--- src/rtl/wb_write_queue.sv ---
// In-order write-back queue feeding the integer register file write port from ALU and LSU.
// Optional macro WB_BYPASS_EN adds per-operand forwarding of the youngest queued value.
module wb_write_queue #(
  parameter int DATA_W = 64,
  parameter int ADDR_W = 5,
  parameter int DEPTH  = 4
) (
  input  logic                     Clk,
  input  logic                     Rst,
  input  logic                     AluValid,
  output logic                     AluReady,
  input  logic [ADDR_W-1:0]        AluAddr,
  input  logic [DATA_W-1:0]        AluData,
  input  logic                     LsuValid,
  output logic                     LsuReady,
  input  logic [ADDR_W-1:0]        LsuAddr,
  input  logic [DATA_W-1:0]        LsuData,
  input  logic                     WbHold,
  output logic                     RdWriteEnable,
  output logic [ADDR_W-1:0]        RdWriteAddr,
  output logic [DATA_W-1:0]        RdWriteData,
  input  logic [ADDR_W-1:0]        Rs1AddrIn,
  input  logic [ADDR_W-1:0]        Rs2AddrIn,
  output logic                     Rs1Pending,
  output logic                     Rs2Pending,
  output logic [$clog2(DEPTH):0]   Count
`ifdef WB_BYPASS_EN
  ,
  output logic                     Rs1FwdValid,
  output logic [DATA_W-1:0]        Rs1FwdData,
  output logic                     Rs2FwdValid,
  output logic [DATA_W-1:0]        Rs2FwdData
`endif
);

  localparam int PTR_W = $clog2(DEPTH);
  localparam int CNT_W = PTR_W + 1;
  localparam logic [CNT_W-1:0] FULL_CNT = CNT_W'(DEPTH);

  logic [ADDR_W-1:0] addrMem [DEPTH];
  logic [DATA_W-1:0] dataMem [DEPTH];
  logic [DEPTH-1:0]  validMem;
  logic [PTR_W-1:0]  wrPtr;
  logic [PTR_W-1:0]  rdPtr;
  logic [CNT_W-1:0]  count;
  logic              notFull;
  logic              lsuFire;
  logic              aluFire;
  logic              pushEn;
  logic              popEn;
  logic              notEmpty;
  logic [ADDR_W-1:0] inAddr;
  logic [DATA_W-1:0] inData;

  // Readies are held low while in reset so nothing is accepted before the queue is live.
  assign notFull  = Rst && (count < FULL_CNT);
  assign LsuReady = notFull;
  assign AluReady = notFull && !LsuValid;
  assign lsuFire  = LsuValid && LsuReady;
  assign aluFire  = AluValid && AluReady;
  assign inAddr   = lsuFire ? LsuAddr : AluAddr;
  assign inData   = lsuFire ? LsuData : AluData;
  assign pushEn   = (lsuFire || aluFire) && (inAddr != '0);

  assign notEmpty      = (count != '0);
  assign RdWriteEnable = notEmpty && !WbHold;
  assign RdWriteAddr   = notEmpty ? addrMem[rdPtr] : '0;
  assign RdWriteData   = notEmpty ? dataMem[rdPtr] : '0;
  assign popEn         = RdWriteEnable;
  assign Count         = count;

  // Push and pop never touch the same slot: pop needs non-empty, push needs non-full.
  always_ff @(posedge Clk or negedge Rst) begin
    if (!Rst) begin
      wrPtr    <= '0;
      rdPtr    <= '0;
      count    <= '0;
      validMem <= '0;
    end else begin
      if (popEn) begin
        rdPtr           <= rdPtr + 1'b1;
        validMem[rdPtr] <= 1'b0;
      end
      if (pushEn) begin
        wrPtr           <= wrPtr + 1'b1;
        validMem[wrPtr] <= 1'b1;
      end
      case ({pushEn, popEn})
        2'b10:   count <= count + 1'b1;
        2'b01:   count <= count - 1'b1;
        default: count <= count;
      endcase
    end
  end

  always_ff @(posedge Clk) begin
    if (pushEn) begin
      addrMem[wrPtr] <= inAddr;
      dataMem[wrPtr] <= inData;
    end
  end

  always_comb begin
    Rs1Pending = 1'b0;
    Rs2Pending = 1'b0;
    for (int i = 0; i < DEPTH; i++) begin
      if (validMem[i] && (addrMem[i] == Rs1AddrIn)) Rs1Pending = 1'b1;
      if (validMem[i] && (addrMem[i] == Rs2AddrIn)) Rs2Pending = 1'b1;
    end
    if (Rs1AddrIn == '0) Rs1Pending = 1'b0;
    if (Rs2AddrIn == '0) Rs2Pending = 1'b0;
  end

`ifdef WB_BYPASS_EN
  logic [PTR_W-1:0] fwdIdx;

  // Valid entries are contiguous from rdPtr, so walking oldest to youngest lets the last match win.
  always_comb begin
    fwdIdx     = '0;
    Rs1FwdData = '0;
    Rs2FwdData = '0;
    for (int i = 0; i < DEPTH; i++) begin
      fwdIdx = rdPtr + PTR_W'(i);
      if (validMem[fwdIdx] && (Rs1AddrIn != '0) && (addrMem[fwdIdx] == Rs1AddrIn))
        Rs1FwdData = dataMem[fwdIdx];
      if (validMem[fwdIdx] && (Rs2AddrIn != '0) && (addrMem[fwdIdx] == Rs2AddrIn))
        Rs2FwdData = dataMem[fwdIdx];
    end
  end

  assign Rs1FwdValid = Rs1Pending;
  assign Rs2FwdValid = Rs2Pending;
`endif

endmodule

--- config.mk ---
export PLATFORM = sky130hd
export DESIGN_NAME = wb_write_queue
export DESIGN_NICKNAME = d
export VERILOG_FILES = /design/src/rtl/wb_write_queue.sv
export SDC_FILE = /design/constraint.sdc
export NUM_CORES = 1
export LEC_CHECK = 0
export BUFFER_PORTS_ARGS = -buffer_cell sky130_fd_sc_hd__buf_2
export CAP_MARGIN = 25
export CORE_ASPECT_RATIO = 2
export CORE_MARGIN = 5
export CORE_UTILIZATION = 62
export CTS_BUF_LIST = sky130_fd_sc_hd__clkbuf_8
export CTS_CLUSTER_DIAMETER = 50
export DETAILED_ROUTE_END_ITERATION = 12
export GPL_TIMING_DRIVEN = 0
export PLACE_DENSITY_LB_ADDON = 0.12
export REMOVE_ABC_BUFFERS = 1
export SLEW_MARGIN = 20
export SYNTH_ARGS = -nofsm -noshare
export SYNTH_HDL_FRONTEND = slang
export SYNTH_SLANG_ARGS = --single-unit
export TNS_END_PERCENT = 30
--- constraint.sdc ---
create_clock -name Clk -period 5.8 [get_ports Clk]
set_input_delay 0.58 -clock Clk [delete_from_list [all_inputs] [get_ports Clk]]
set_output_delay 0.58 -clock Clk [all_outputs]
set_load 0.05 [all_outputs]
# Word level (Yosys, flattened, before mapping)
# Memory sizes are Yosys's and may differ from the RTL's.
# Cells that the tools add are included.
[classes]
addsub = 4
magnitude_cmp = 5
n_eq_ne = 10
n_mux = 23
n_bitwise = 3
n_reduce_logical = 24
[op_table]
columns = ["cell", "count"]
rows = [
  ["64-bit 2-to-1 mux", 2],
  ["5-bit equality test", 8],
  ["1-bit logical AND", 16],
  ["1-bit 2-to-1 mux", 14],
  ["5-bit logical NOT", 2],
  ["5-bit 2-to-1 mux", 2],
  ["4-bit 2-to-1 mux", 2],
  ["2-bit by 3-bit less-than comparator with 1-bit output (second input constant)", 2],
  ["3-bit one-hot mux with 2 select lines", 1],
  ["5-bit nonzero test", 1],
  ["2-bit by 1-bit adder with 2-bit output (second input constant)", 2],
  ["4-bit AND", 1],
  ["1-bit demux with 2-bit select", 2],
  ["2-bit by 1-bit >= comparator with 1-bit output (second input constant)", 2],
  ["4-bit inverter", 1],
  ["4-bit bitwise OR", 1],
  ["3-bit by 1-bit adder with 3-bit output (second input constant)", 1],
  ["3-bit less-than comparator (second input constant)", 1],
  ["3-bit nonzero test", 1],
  ["3-bit by 1-bit subtractor with 3-bit output (second input constant)", 1],
  ["2-bit by 1-bit equality test with 1-bit output (second input constant)", 1],
  ["2-bit equality test (second input constant)", 1],
  ["1-bit logical NOT", 2],
  ["2-bit nonzero test", 1],
  ["1-bit logical OR", 1],
]
[word_totals]
ff_bits = 11
ram_bits = 276
inputBits = 153
output_inout_bits = 77
wordCells = 75
mem_count = 2
[memory_table]
columns = ["memory", "words", "width", "read_ports", "rd_ports_with_merged_regs", "write_ports", "line", "text"]
rows = [
  ["dataMem", 4, 64, 1, 0, 1, "41", "logic [DATA_W-1:0] dataMem [DEPTH];"],
  ["addrMem", 4, 5, 5, 0, 1, "40", "logic [ADDR_W-1:0] addrMem [DEPTH];"],
]

# Logic depth before layout (Yosys ltp)
# Gate-level depths: netlist of run 1.
[depth]
word_depth = 9
ltp_mapped = 10

# Worst setup path after synthesis of run 1
# No wires, ideal clock.
[synth_timing]
path_type = "flip-flop to flip-flop"
startpoint = "register count[2] (netlist: Count[2])"
endpoint = "register count[2] (netlist: Count[2])"
setup_time_ns = 0.082
arrival_ns = 3.067
t_required_ns = 5.718
path_slack_ns = 2.651
stages_incl_launch_ff = 10
period_less_slack_ns = 3.149
cell_sequence = "dfrtp_1 nor3_2 buf_2 nor2_1 ha_1 inv_1 fa_1 xor2_1 nor2_1 xor2_1"
[synth_via]
word_cells_on_any_way = 17
classes_between = "2 x add/sub; 1 x order compare; 2 x eq/ne; 2 x mux; 10 x reduce/logical"
[synth_lines]
columns = ["item", "line", "text"]
rows = [
  ["start: declaration", "45", "logic [CNT_W-1:0] count;"],
  ["start signal: assignment", "89", "2'b10: count <= count + 1'b1;"],
  ["start signal: assignment", "90", "2'b01: count <= count - 1'b1;"],
  ["start signal: assignment", "91", "default: count <= count;"],
  ["3-bit nonzero test (*)", "65", "assign notEmpty = (count != '0);"],
  ["1-bit logical AND (*)", "66", "assign RdWriteEnable = notEmpty && !WbHold;"],
  ["named net RdWriteEnable", "19", "output logic RdWriteEnable,"],
  ["2-bit by 1-bit equality test with 1-bit output or 2-bit equality test (tied branches)", "88", "case ({pushEn, popEn})"],
  ["3-bit one-hot mux with 2 select lines or 2-bit nonzero test (tied branches)", "--", ""],
]
# The timed path passes the listed nets; every way through them passes the cells marked *.
# A chain may end at the register's enable or synchronous reset.

# Worst setup path after layout of run 1
[layout_timing]
startpoint = "register rdPtr[0]"
endpoint = "output port RdWriteData[57]"
[layout_via]
elab_chain_len = 2
[layout_rtl]
columns = ["item", "line", "text"]
rows = [
  ["start: declaration", "44", "logic [PTR_W-1:0] rdPtr;"],
  ["start signal: assignment", "81", "rdPtr <= rdPtr + 1'b1;"],
  ["memory 4 x 64 bit", "--", ""],
  ["64-bit 2-to-1 mux", "68", "assign RdWriteData = notEmpty ? dataMem[rdPtr] : '0;"],
  ["end: declaration", "21", "output logic [DATA_W-1:0] RdWriteData,"],
]
# Every way passes these cells.

==> flow_metrics.py, run 1 <==
metrics = {
    "sta": {
        "setup-tns-final_ns": 0,
        "fin_hold_ws_ns": 0.4042,
        "finClkSkew_ns": 0.01320,
        "worst_slew_pin_slew_ns": 0.6459,
        "layout_worst_path_cycle_share_pct": 54.94,
        "max_freq_mhz": 313.8,
        "final_number_of_max_transition_violations": 0,
        "hold_violations_final": 0,
        "grt_setup_unrepaired": "no",
        "setup_violations": 0,
        "fin_crit_ns": 3.186,
        "slew-limit-headroom_pct": 56.80,
    },
    "layout": {
        "final-instance-count-excl-fill": 1181,
        "final_net_count": 1054,
        "area_growth_syn_to_layout_pct": 18.45,
        "layout.cells.most_common": "sky130_fd_sc_hd__edfxtp_1",
        "drive_gt1_share_pct": 47.33,
        "layout.core_utilization_pct": 73.97,
        "antenna-diode-count": 0,
        "layout.cells.most_common_list": "276 x sky130_fd_sc_hd__edfxtp_1, 229 x sky130_fd_sc_hd__buf_2, 69 x sky130_fd_sc_hd__mux2_2, 69 x sky130_fd_sc_hd__mux4_2, 69 x sky130_fd_sc_hd__nor2b_1",
    },
    "route": {
        "detailedRoute.firstIterationViolations": 338,
        "wirelength_um": 24870,
        "detail_route.drc_violations": 0,
        "vias": 6686,
        "number_of_antenna_violating_nets_in_the_routed_design": 0,
        "viasPerCell": 5.661,
        "dr.pass1.iters": 4,
        "routedWlPerCell_um": 21.06,
    },
    "power_and_ir_drop": {
        "p_per_area_nw_per_um2": 513.4,
        "peakVddDrop_mv": 0.3787,
        "design_power_total_mw": 7.527,
        "p_sw_share_pct": 40.97,
        "p_sw_mw": 3.084,
        "power.share.sequential_pct": 36.7,
        "share_clk_of_total_power_pct": 18.8,
        "comb_power_share_pct": 44.6,
        "intPower_mw": 4.444,
        "leakage_nw": 5.379,
    },
    "synth": {
        "synth_area_per_cell_um2": 19.07,
        "ys_dominant_reg_cell": "sky130_fd_sc_hd__edfxtp_1",
        "synth_seq_cells": 287,
        "netlist_area_um2": 12380,
        "netlist_top_cells_area": "sky130_fd_sc_hd__edfxtp_1 67%, sky130_fd_sc_hd__mux4_2 13%, sky130_fd_sc_hd__mux2_2 6.3%",
        "netlist-cell-type-count": 29,
        "postSynth.asyncResetShare_pct": 3.833,
        "syn-instance-count": 649,
        "synth.yosys.warnings": 0,
        "yosysTopAreaCellShare_pct": 66.96,
        "ys_seq_area_share_pct": 69.19,
        "synth_top_cell_by_area": "sky130_fd_sc_hd__edfxtp_1",
        "synth-edff-count": 276,
    },
    "critical_path": {
        "arrival_ns": 2.61,
        "path_max_fanout": 34,
        "r2r-end": "dataMem[2][57]",
        "cp-end-kind": "output pin",
        "reg2regPathDepth": 4,
        "timing.rr.start": "Count[2]",
        "worst-setup-path-type": "flop to output pin",
        "timing.critical_path.from_type": "flop",
        "worst-endpoint-required_ns": 5.22,
        "timing.reg2reg.setup_slack_ns": 3.27,
    },
    "clocking": {
        "cts_hold_repair.buffers": 1,
        "cts_sinks": 287,
        "cts_setup_buffers": 0,
        "clk_root_buffer_cell": "sky130_fd_sc_hd__clkbuf_8",
        "clkSlewWorstSetupHoldPaths_ns": 0.07,
        "cts.path.max_buffers": 3,
        "worstSkewPairLatency_ns": 0.52,
        "cts_max_level": 2,
        "postCtsResizedCells": 0,
        "tritoncts": "built",
        "number_of_buffers_inserted_during_clock_tree_synthesis": 38,
    },
    "grt": {
        "global_route.overflow_total": 0,
        "grt_max_degree": 40,
        "wire_length_of_the_first_global_routing_pass_um": 37830,
        "grt_pass1_vias": 7312,
        "groute.usage.overall_pct": 22.02,
        "antenna_found_initial": 0,
    },
    "floorplanning": {
        "rows": 73,
        "dieArea_um2": 23060,
        "design.portCount": 230,
        "start_util_pct": 62.45,
        "die_x_um": 109.9,
        "core_ar_um2": 19820,
        "vertical_die_dimension_um": 209.8,
    },
    "placement": {
        "place_hpwl_um": 16540,
        "routability_driven_placement_congestion_ratio": 1.077,
        "numPlacedInstances": 1112,
        "place.port_buffers": 229,
    },
    "min_path": {
        "holdPathStages": 2,
        "hp-start": "AluData[49]",
        "worst_hold_path_type": "primary input to flop",
        "worst_hold_path.endpoint": "dataMem[1][49]",
    },
    "status": {
        "run_status": "completed",
    },
    "flow_run": {
        "maxCapViolations": 0,
    },
}
## per-layer routing
metal | part of all wire (%) | GRT usage (%)
met5 | 0 | 0
met4 | 3.3 | 8.782
met3 | 5.7 | 3.601
met2 | 57 | 40.90
met1 | 34 | 24.30
## cell families (layout without fill, tap and decap cells)
| kind of cell | Yosys count | count (layout) | synth area share [%] |
|---|---|---|---|
| flops | 287 | 287 | 69.19 |
| mux | 139 | 139 | 18.91 |
| simple gates | 108 | 108 | 5.297 |
| buf+inv | 50 | 320 | 1.708 |
| xor+xnor | 45 | 45 | 3.184 |
| fa+ha+maj | 10 | 10 | 1.072 |
| compound gates | 10 | 10 | 0.6368 |
## metrics by stage
stage               setup WS, ns  instance area [µm²]
floorplan                 0.9406                12200
detailed placement         2.862                13930
finish                     2.614                14660
global route               2.442                14660
global placement         -0.6564                13680
CTS                        2.522                14660
## state kept, by name, indices dropped and copies added, names as in the netlist
signal,cells
dataMem,256
addrMem,20
validMem,4
Count,3
rdPtr,2
wrPtr,2
## worst max-delay path by stage
stage,from,end,slack (ns)
after floorplan,Count[2],Count[2],0.94
after global placement,Count[2],Count[2],-0.66
after detailed placement,Rst,dataMem[1][51],2.86
after CTS,rdPtr[0],RdWriteData[53],2.52
after global routing,rdPtr[0],RdWriteData[33],2.44
final,rdPtr[0],RdWriteData[57],2.61
## worst max-delay path, stage by stage (launching register included)
cell                      delay [ns]
sky130_fd_sc_hd__dfrtp_4        0.55
sky130_fd_sc_hd__buf_16         0.28
sky130_fd_sc_hd__buf_16         0.29
sky130_fd_sc_hd__mux4_2         0.54
sky130_fd_sc_hd__nor2b_1        0.17
sky130_fd_sc_hd__buf_2          0.21
## final cells by class
type                    instances  area [µm²]
repair buffers                242        1391
multi-input cells             312        3616
well taps                     262       327.8
fillers                      1267        5160
clock buffers                  43       591.8
inverters                      10       37.54
flip-flops and latches        287        8571
clock inverters                25       125.1
## power groups by stage
| stage | clock network, mW | logic [mW] | registers (mW) |
|---|---|---|---|
| 2_1_floorplan | 0 | 2.44 | 2.90 |
| 3_3_place_gp | 0 | 3.21 | 2.97 |
| 5_1_grt | 1.55 | 3.54 | 2.79 |
| 6_report | 1.41 | 3.35 | 2.76 |
| 4_1_cts | 1.45 | 3.40 | 2.77 |
| 3_5_place_dp | 0 | 3.39 | 2.81 |
## synthesized netlist by cell type (all sizes together) (2+ instances only)
| cell type | instances |
|---|---|
| edfxtp | 276 |
| mux2 | 69 |
| mux4 | 69 |
| nor2b | 69 |
| xor2 | 34 |
| clkbuf | 23 |
| buf | 17 |
| dfrtp | 11 |
| xnor2 | 11 |
| inv | 10 |
| ha | 9 |
| nor4 | 9 |
| nand3 | 8 |
| nand2 | 7 |
| a21o | 4 |
| and2 | 4 |
| nor2 | 4 |
| o21ai | 3 |
| or4 | 3 |
| nand4 | 2 |
| o21a | 2 |
Power figures use the tool's default switching activity.
==> run 2: changes to the inputs <==
--- a/config.mk
+++ b/config.mk
@@ -9,7 +9,7 @@
 export CAP_MARGIN = 25
 export CORE_ASPECT_RATIO = 2
 export CORE_MARGIN = 5
-export CORE_UTILIZATION = 62
+export CORE_UTILIZATION = 58
 export CTS_BUF_LIST = sky130_fd_sc_hd__clkbuf_8
 export CTS_CLUSTER_DIAMETER = 50
 export DETAILED_ROUTE_END_ITERATION = 12
==> constraint.sdc (replaced) <==
create_clock -name Clk -period 3 [get_ports Clk]
set_input_delay 0.3 -clock Clk [delete_from_list [all_inputs] [get_ports Clk]]
set_output_delay 0.3 -clock Clk [all_outputs]
set_load 0.05 [all_outputs]
==> run 2 against run 1 <==
Critical endpoint is now RdWriteData[30]. Largest cell class unchanged. Clock power is 80% higher. Highest routed layer unchanged. Power is 92% higher. Flip-flop and latch count unchanged. Worst setup slack worse by 2.4 ns.
==> flow_metrics.py, run 2 (synthesis results as in run 1) <==
metrics = {
    "power_and_ir_drop": {
        "leakage_nw": 5.367,
        "peakVddDrop_mv": 1.166,
        "design_power_total_mw": 14.43,
        "p_per_area_nw_per_um2": 985.6,
    },
    "critical_path": {
        "reg2regPathDepth": 4,
        "critical_path.n_buffers_inverters": 2,
        "timing.reg2reg.setup_slack_ns": 0.41,
        "worst-setup-path-type": "flop to output pin",
        "cp-end-kind": "output pin",
        "cp_slowest_stage_delay_ns": 0.85,
        "critical_path.slowest_cell": "sky130_fd_sc_hd__dfrtp_4",
        "timing.critical_path.from_type": "flop",
        "worstSetupStartpoint": "rdPtr[1]",
        "worst-endpoint-required_ns": 2.70,
        "timing.rr.start": "Count[2]",
        "crit_chain": "buf_12, mux4_2, nor2b_1, buf_2",
        "r2r-end": "dataMem[2][56]",
        "path_max_fanout": 41,
        "timing.critical_path.to": "RdWriteData[30]",
        "cpLargestDelayFamily": "flip-flops",
        "cp_num_cells": 4,
        "arrival_ns": 2.47,
    },
    "sta": {
        "grt_setup_unrepaired": "no",
        "final_number_of_max_transition_violations": 0,
        "layout_worst_path_cycle_share_pct": 92.30,
        "hold_violations_final": 0,
        "setup-tns-final_ns": 0,
        "worst_slew_pin_slew_ns": 0.7459,
        "finClkSkew_ns": 0.01320,
        "max_freq_mhz": 361.2,
        "slew-limit-headroom_pct": 50.27,
        "setup_violations": 0,
        "fin_crit_ns": 2.769,
    },
    "grt": {
        "antenna_found_initial": 0,
        "wire_length_of_the_first_global_routing_pass_um": 39160,
        "grt_pass1_vias": 7511,
        "global_route.overflow_total": 0,
        "groute.usage.overall_pct": 20.87,
        "grt_max_degree": 43,
    },
    "layout": {
        "final_net_count": 1057,
        "drive_gt1_share_pct": 47.34,
        "largest_registers": "dataMem x256, addrMem x20, validMem x4",
        "largest_register_ff_count": 256,
        "area_growth_syn_to_layout_pct": 18.26,
        "layout.cells.most_common": "sky130_fd_sc_hd__edfxtp_1",
        "regMostFlops": "dataMem",
        "layout.cells.most_common_list": "276 x sky130_fd_sc_hd__edfxtp_1, 229 x sky130_fd_sc_hd__buf_2, 69 x sky130_fd_sc_hd__mux2_2, 69 x sky130_fd_sc_hd__mux4_2, 69 x sky130_fd_sc_hd__nor2b_1",
        "antenna-diode-count": 0,
    },
    "clocking": {
        "tritoncts": "built",
        "clkSlewWorstSetupHoldPaths_ns": 0.07,
        "cts.path.max_buffers": 3,
        "cts_max_level": 2,
        "number_of_buffers_inserted_during_clock_tree_synthesis": 39,
        "postCtsResizedCells": 0,
        "worstSkewPairLatency_ns": 0.51,
        "clk_root_buffer_cell": "sky130_fd_sc_hd__clkbuf_8",
        "cts_sinks": 287,
    },
    "route": {
        "vias": 6691,
        "routedWlPerCell_um": 21.27,
        "number_of_antenna_violating_nets_in_the_routed_design": 0,
        "dr.pass1.iters": 5,
        "detailedRoute.firstIterationViolations": 327,
        "wirelength_um": 25310,
        "detail_route.drc_violations": 0,
        "viasPerCell": 5.623,
    },
    "placement": {
        "place_hpwl_um": 17350,
        "place.port_buffers": 229,
        "routability_driven_placement_congestion_ratio": 0.9584,
    },
    "floorplanning": {
        "rows": 75,
        "die_x_um": 113.3,
        "dieArea_um2": 24540,
        "vertical_die_dimension_um": 216.6,
        "design.portCount": 230,
        "start_util_pct": 58.88,
        "core_ar_um2": 21020,
    },
    "min_path": {
        "worst_hold_path_type": "primary input to flop",
    },
    "status": {
        "run_status": "completed",
    },
    "flow_run": {
        "maxCapViolations": 0,
    },
}
## run 2: final cells by class
class	instances	area, µm²
clock buffer	39	536.8
clock inverter	29	121.4
fill	1431	6384
inverter	10	37.54
multi-input combinational	312	3616
sequential	287	8571
tap	269	336.6
timing repair buffer	244	1418
## run 2: report_power, final
part	internal (mW)	total [mW]	switching, mW
logic	2.20	6.56	4.36
registers	5.02	5.33	0.301
clock network	1.21	2.54	1.32
## run 2: worst min-delay path by stage
stage | from | to | slack (ns) | cells after the start
global route | LsuData[8] | dataMem[0][8] | 0.10 | 2
CTS | LsuData[8] | dataMem[0][8] | 0.09 | 2
finish | LsuData[24] | dataMem[0][24] | 0.14 | 2
global placement | Rst | Count[1] | 0.18 | 1
floorplan | Rst | Count[0] | 0.004 | 0
detailed placement | Rst | Count[0] | 0.19 | 1
## run 2: worst register-to-register path, cell delays in order (launching register included)
cell and delay, ns:
sky130_fd_sc_hd__dfrtp_1 0.44, sky130_fd_sc_hd__nand2b_1 0.23, sky130_fd_sc_hd__a221oi_2 0.59, sky130_fd_sc_hd__and2_4 0.65, sky130_fd_sc_hd__buf_12 0.32
## run 2: layer usage
metal | vias up | GRT usage, % | wire length (µm)
met5 | - | 0 | 0
met4 | 0 | 8.825 | 884
met3 | 68 | 3.907 | 1463
met2 | 227 | 39.89 | 14470
met1 | 3369 | 21.83 | 8497
li1 | 3027 | - | -
## run 2: timing repair
item,CTS,global route
hold buffers,1,0
hold endpoints to repair,11,0
endpoints found under the setup margin,29,0
setup buffers,1,0
## run 2: through the flow
step | hold slack (ns) | setup WS (ns) | cells | cell area [µm²] | utilization (%)
after global routing | 0.1019 | 0.1173 | 1190 | 14640 | 69.63
after detailed placement | 0.1873 | 0.3400 | 1120 | 13960 | 66.42
after global placement | 0.1765 | -3.539 | 1107 | 13690 | 65.11
final | 0.1354 | 0.2311 | 1190 | 14640 | 69.63
after floorplan | 0.004409 | -1.859 | 609 | 12200 | -
after CTS | 0.09056 | 0.1710 | 1190 | 14640 | 69.63
==> run 3: changes to the inputs <==
--- a/config.mk
+++ b/config.mk
@@ -7,7 +7,6 @@
 export LEC_CHECK = 0
 export BUFFER_PORTS_ARGS = -buffer_cell sky130_fd_sc_hd__buf_2
 export CAP_MARGIN = 25
-export CORE_ASPECT_RATIO = 2
 export CORE_MARGIN = 5
 export CORE_UTILIZATION = 58
 export CTS_BUF_LIST = sky130_fd_sc_hd__clkbuf_8
==> run 3 against run 2 <==
Fmax up 3.1%. Global-route usage down 0.25 points. Worst setup slack better by 0.084 ns. Sequential power about the same. Power up 1.8%. Clock-buffer cell count up 6. Critical path depth unchanged. Sequential share of layout area down 0.41 points. Clock skew down 0.00081 ns. Final area up 0.70%.
==> flow_metrics.py, run 3 (synthesis results as in run 1) <==
metrics = {
    "placement": {
        "place_hpwl_um": 16690,
        "routability_driven_placement_congestion_ratio": 0.9461,
        "dpl-instance-area_um2": 13960,
        "place.port_buffers": 229,
    },
    "sta": {
        "max_freq_mhz": 372.5,
        "worst_slew_pin_slew_ns": 0.6939,
        "setup_violations": 0,
        "grt_setup_unrepaired": "no",
        "layout_worst_path_cycle_share_pct": 89.49,
        "finClkSkew_ns": 0.01239,
        "slew-limit-headroom_pct": 53.74,
        "hold_violations_final": 0,
        "final_number_of_max_transition_violations": 0,
        "fin_crit_ns": 2.685,
    },
    "min_path": {
        "worst_hold_path_type": "primary input to flop",
    },
    "power_and_ir_drop": {
        "p_sw_mw": 6.005,
        "peakVddDrop_mv": 0.5677,
        "design_power_total_mw": 14.69,
        "leakage_nw": 5.435,
        "intPower_mw": 8.684,
        "comb_power_share_pct": 44.4,
        "share_clk_of_total_power_pct": 19.3,
        "p_sw_share_pct": 40.88,
        "power.share.sequential_pct": 36.3,
        "p_per_area_nw_per_um2": 996.6,
    },
    "floorplanning": {
        "vertical_die_dimension_um": 156.1,
        "design.portCount": 230,
        "start_util_pct": 58.88,
        "dieArea_um2": 24360,
        "core_ar_um2": 21020,
        "rows": 53,
        "die_x_um": 156.1,
    },
    "clocking": {
        "worstSkewPairLatency_ns": 0.52,
        "cts_max_level": 2,
        "cts_sinks": 287,
        "cts.path.max_buffers": 3,
        "clkSlewWorstSetupHoldPaths_ns": 0.06,
        "postCtsResizedCells": 0,
        "number_of_buffers_inserted_during_clock_tree_synthesis": 44,
        "clk_root_buffer_cell": "sky130_fd_sc_hd__clkbuf_8",
        "tritoncts": "built",
    },
    "critical_path": {
        "arrival_ns": 2.38,
        "cp-end-kind": "output pin",
        "path_max_fanout": 37,
        "worst-endpoint-required_ns": 2.70,
        "timing.critical_path.from_type": "flop",
        "worst-setup-path-type": "flop to output pin",
    },
    "status": {
        "run_status": "completed",
    },
    "layout": {
        "drive_gt1_share_pct": 47.57,
        "nFillCells": 1398,
        "largest_register_ff_count": 256,
        "final_net_count": 1061,
        "layout.cells.most_common_list": "276 x sky130_fd_sc_hd__edfxtp_1, 229 x sky130_fd_sc_hd__buf_2, 69 x sky130_fd_sc_hd__mux2_2, 69 x sky130_fd_sc_hd__mux4_2, 69 x sky130_fd_sc_hd__nor2b_1",
        "regMostFlops": "dataMem",
        "design_area_um2": 14740,
        "layout.cells.most_common": "sky130_fd_sc_hd__edfxtp_1",
        "antenna-diode-count": 0,
        "area_growth_syn_to_layout_pct": 19.09,
        "largest_registers": "dataMem x256, addrMem x20, validMem x4",
    },
    "route": {
        "viasPerCell": 5.548,
        "detail_route.drc_violations": 0,
        "wirelength_um": 24900,
        "vias": 6669,
        "routedWlPerCell_um": 20.71,
        "number_of_antenna_violating_nets_in_the_routed_design": 0,
        "dr.pass1.iters": 4,
        "detailedRoute.firstIterationViolations": 399,
    },
    "grt": {
        "antenna_found_initial": 0,
        "wire_length_of_the_first_global_routing_pass_um": 38770,
        "groute.usage.overall_pct": 20.62,
        "grt_max_degree": 41,
        "global_route.overflow_total": 0,
        "grt_pass1_vias": 7307,
    },
    "flow_run": {
        "maxCapViolations": 0,
    },
}
[run 3: worst paths after layout]
| kind | to | start | slack [ns] | cells past startpoint |
|---|---|---|---|---|
| worst max-delay path | RdWriteData[13] | rdPtr[1] | 0.32 | 4 |
| worst min-delay path | dataMem[3][45] | AluData[45] | 0.13 | 2 |
| min in group asynchronous | Count[2] | Rst | 0.19 | 2 |
| max in group asynchronous | rdPtr[1] | Rst | 2.56 | 2 |
| worst max register to register | dataMem[0][18] | Count[2] | 0.44 | 4 |
| worst min register to register | validMem[1] | validMem[1] | 0.53 | 1 |
[run 3: per-layer routing]
layer  vias to the layer above  GRT usage [%]  wire length, µm  part of all wire, %
met1                      3359          26.53             9830                   39
met3                        26          5.104             1823                  7.3
met4                         0          4.627              306                  1.2
li1                       3053              -                -                    -
met5                         -              0                0                    0
met2                       231          35.93            12940                   52
[run 3: power groups by stage]
stage	logic (mW)	registers, mW	clock network, mW
3_5_place_dp	6.60	5.43	0
3_3_place_gp	5.81	5.69	0
4_1_cts	6.62	5.35	2.91
5_1_grt	6.89	5.39	3.09
2_1_floorplan	4.71	5.61	0
6_report	6.52	5.34	2.83
[run 3: metrics by stage]
step | worst slack, ns | instances | TNS, ns | hold WS, ns | utilization (%)
finish | 0.3153 | 1202 | 0 | 0.1267 | 70.11
floorplan | -1.859 | 609 | -218.56 | 0.004409 | -
global placement | -3.682 | 1113 | -364.29 | 0.1805 | 65.14
global route | 0.1369 | 1202 | 0 | 0.09703 | 70.11
detailed placement | 0.3367 | 1126 | 0 | 0.1899 | 66.43
CTS | 0.2403 | 1202 | 0 | 0.09220 | 70.11
[run 3: worst max-delay path: stages, from the launching register on]
cell and delay (ns):
sky130_fd_sc_hd__dfrtp_4 0.80, sky130_fd_sc_hd__buf_12 0.30, sky130_fd_sc_hd__mux4_2 0.23, sky130_fd_sc_hd__nor2b_1 0.20, sky130_fd_sc_hd__buf_2 0.30
[run 3: what timing repair did]
item                       in CTS  in global routing
setup endpoints to repair       0                  0
hold endpoints to repair       11                  0
setup buffers                   0                  0
hold buffers                    1                  0
[run 3: layout make-up]
cell class | count | area (µm²) | share of cell area, %
well taps | 275 | 344.1 | 2.334
clock buffers | 45 | 619.3 | 4.202
inverters | 10 | 37.54 | 0.2547
flip-flops and latches | 287 | 8571 | 58.15
repair buffers | 243 | 1406 | 9.542
clock inverters | 30 | 145.1 | 0.9847
multi-input cells | 312 | 3616 | 24.53
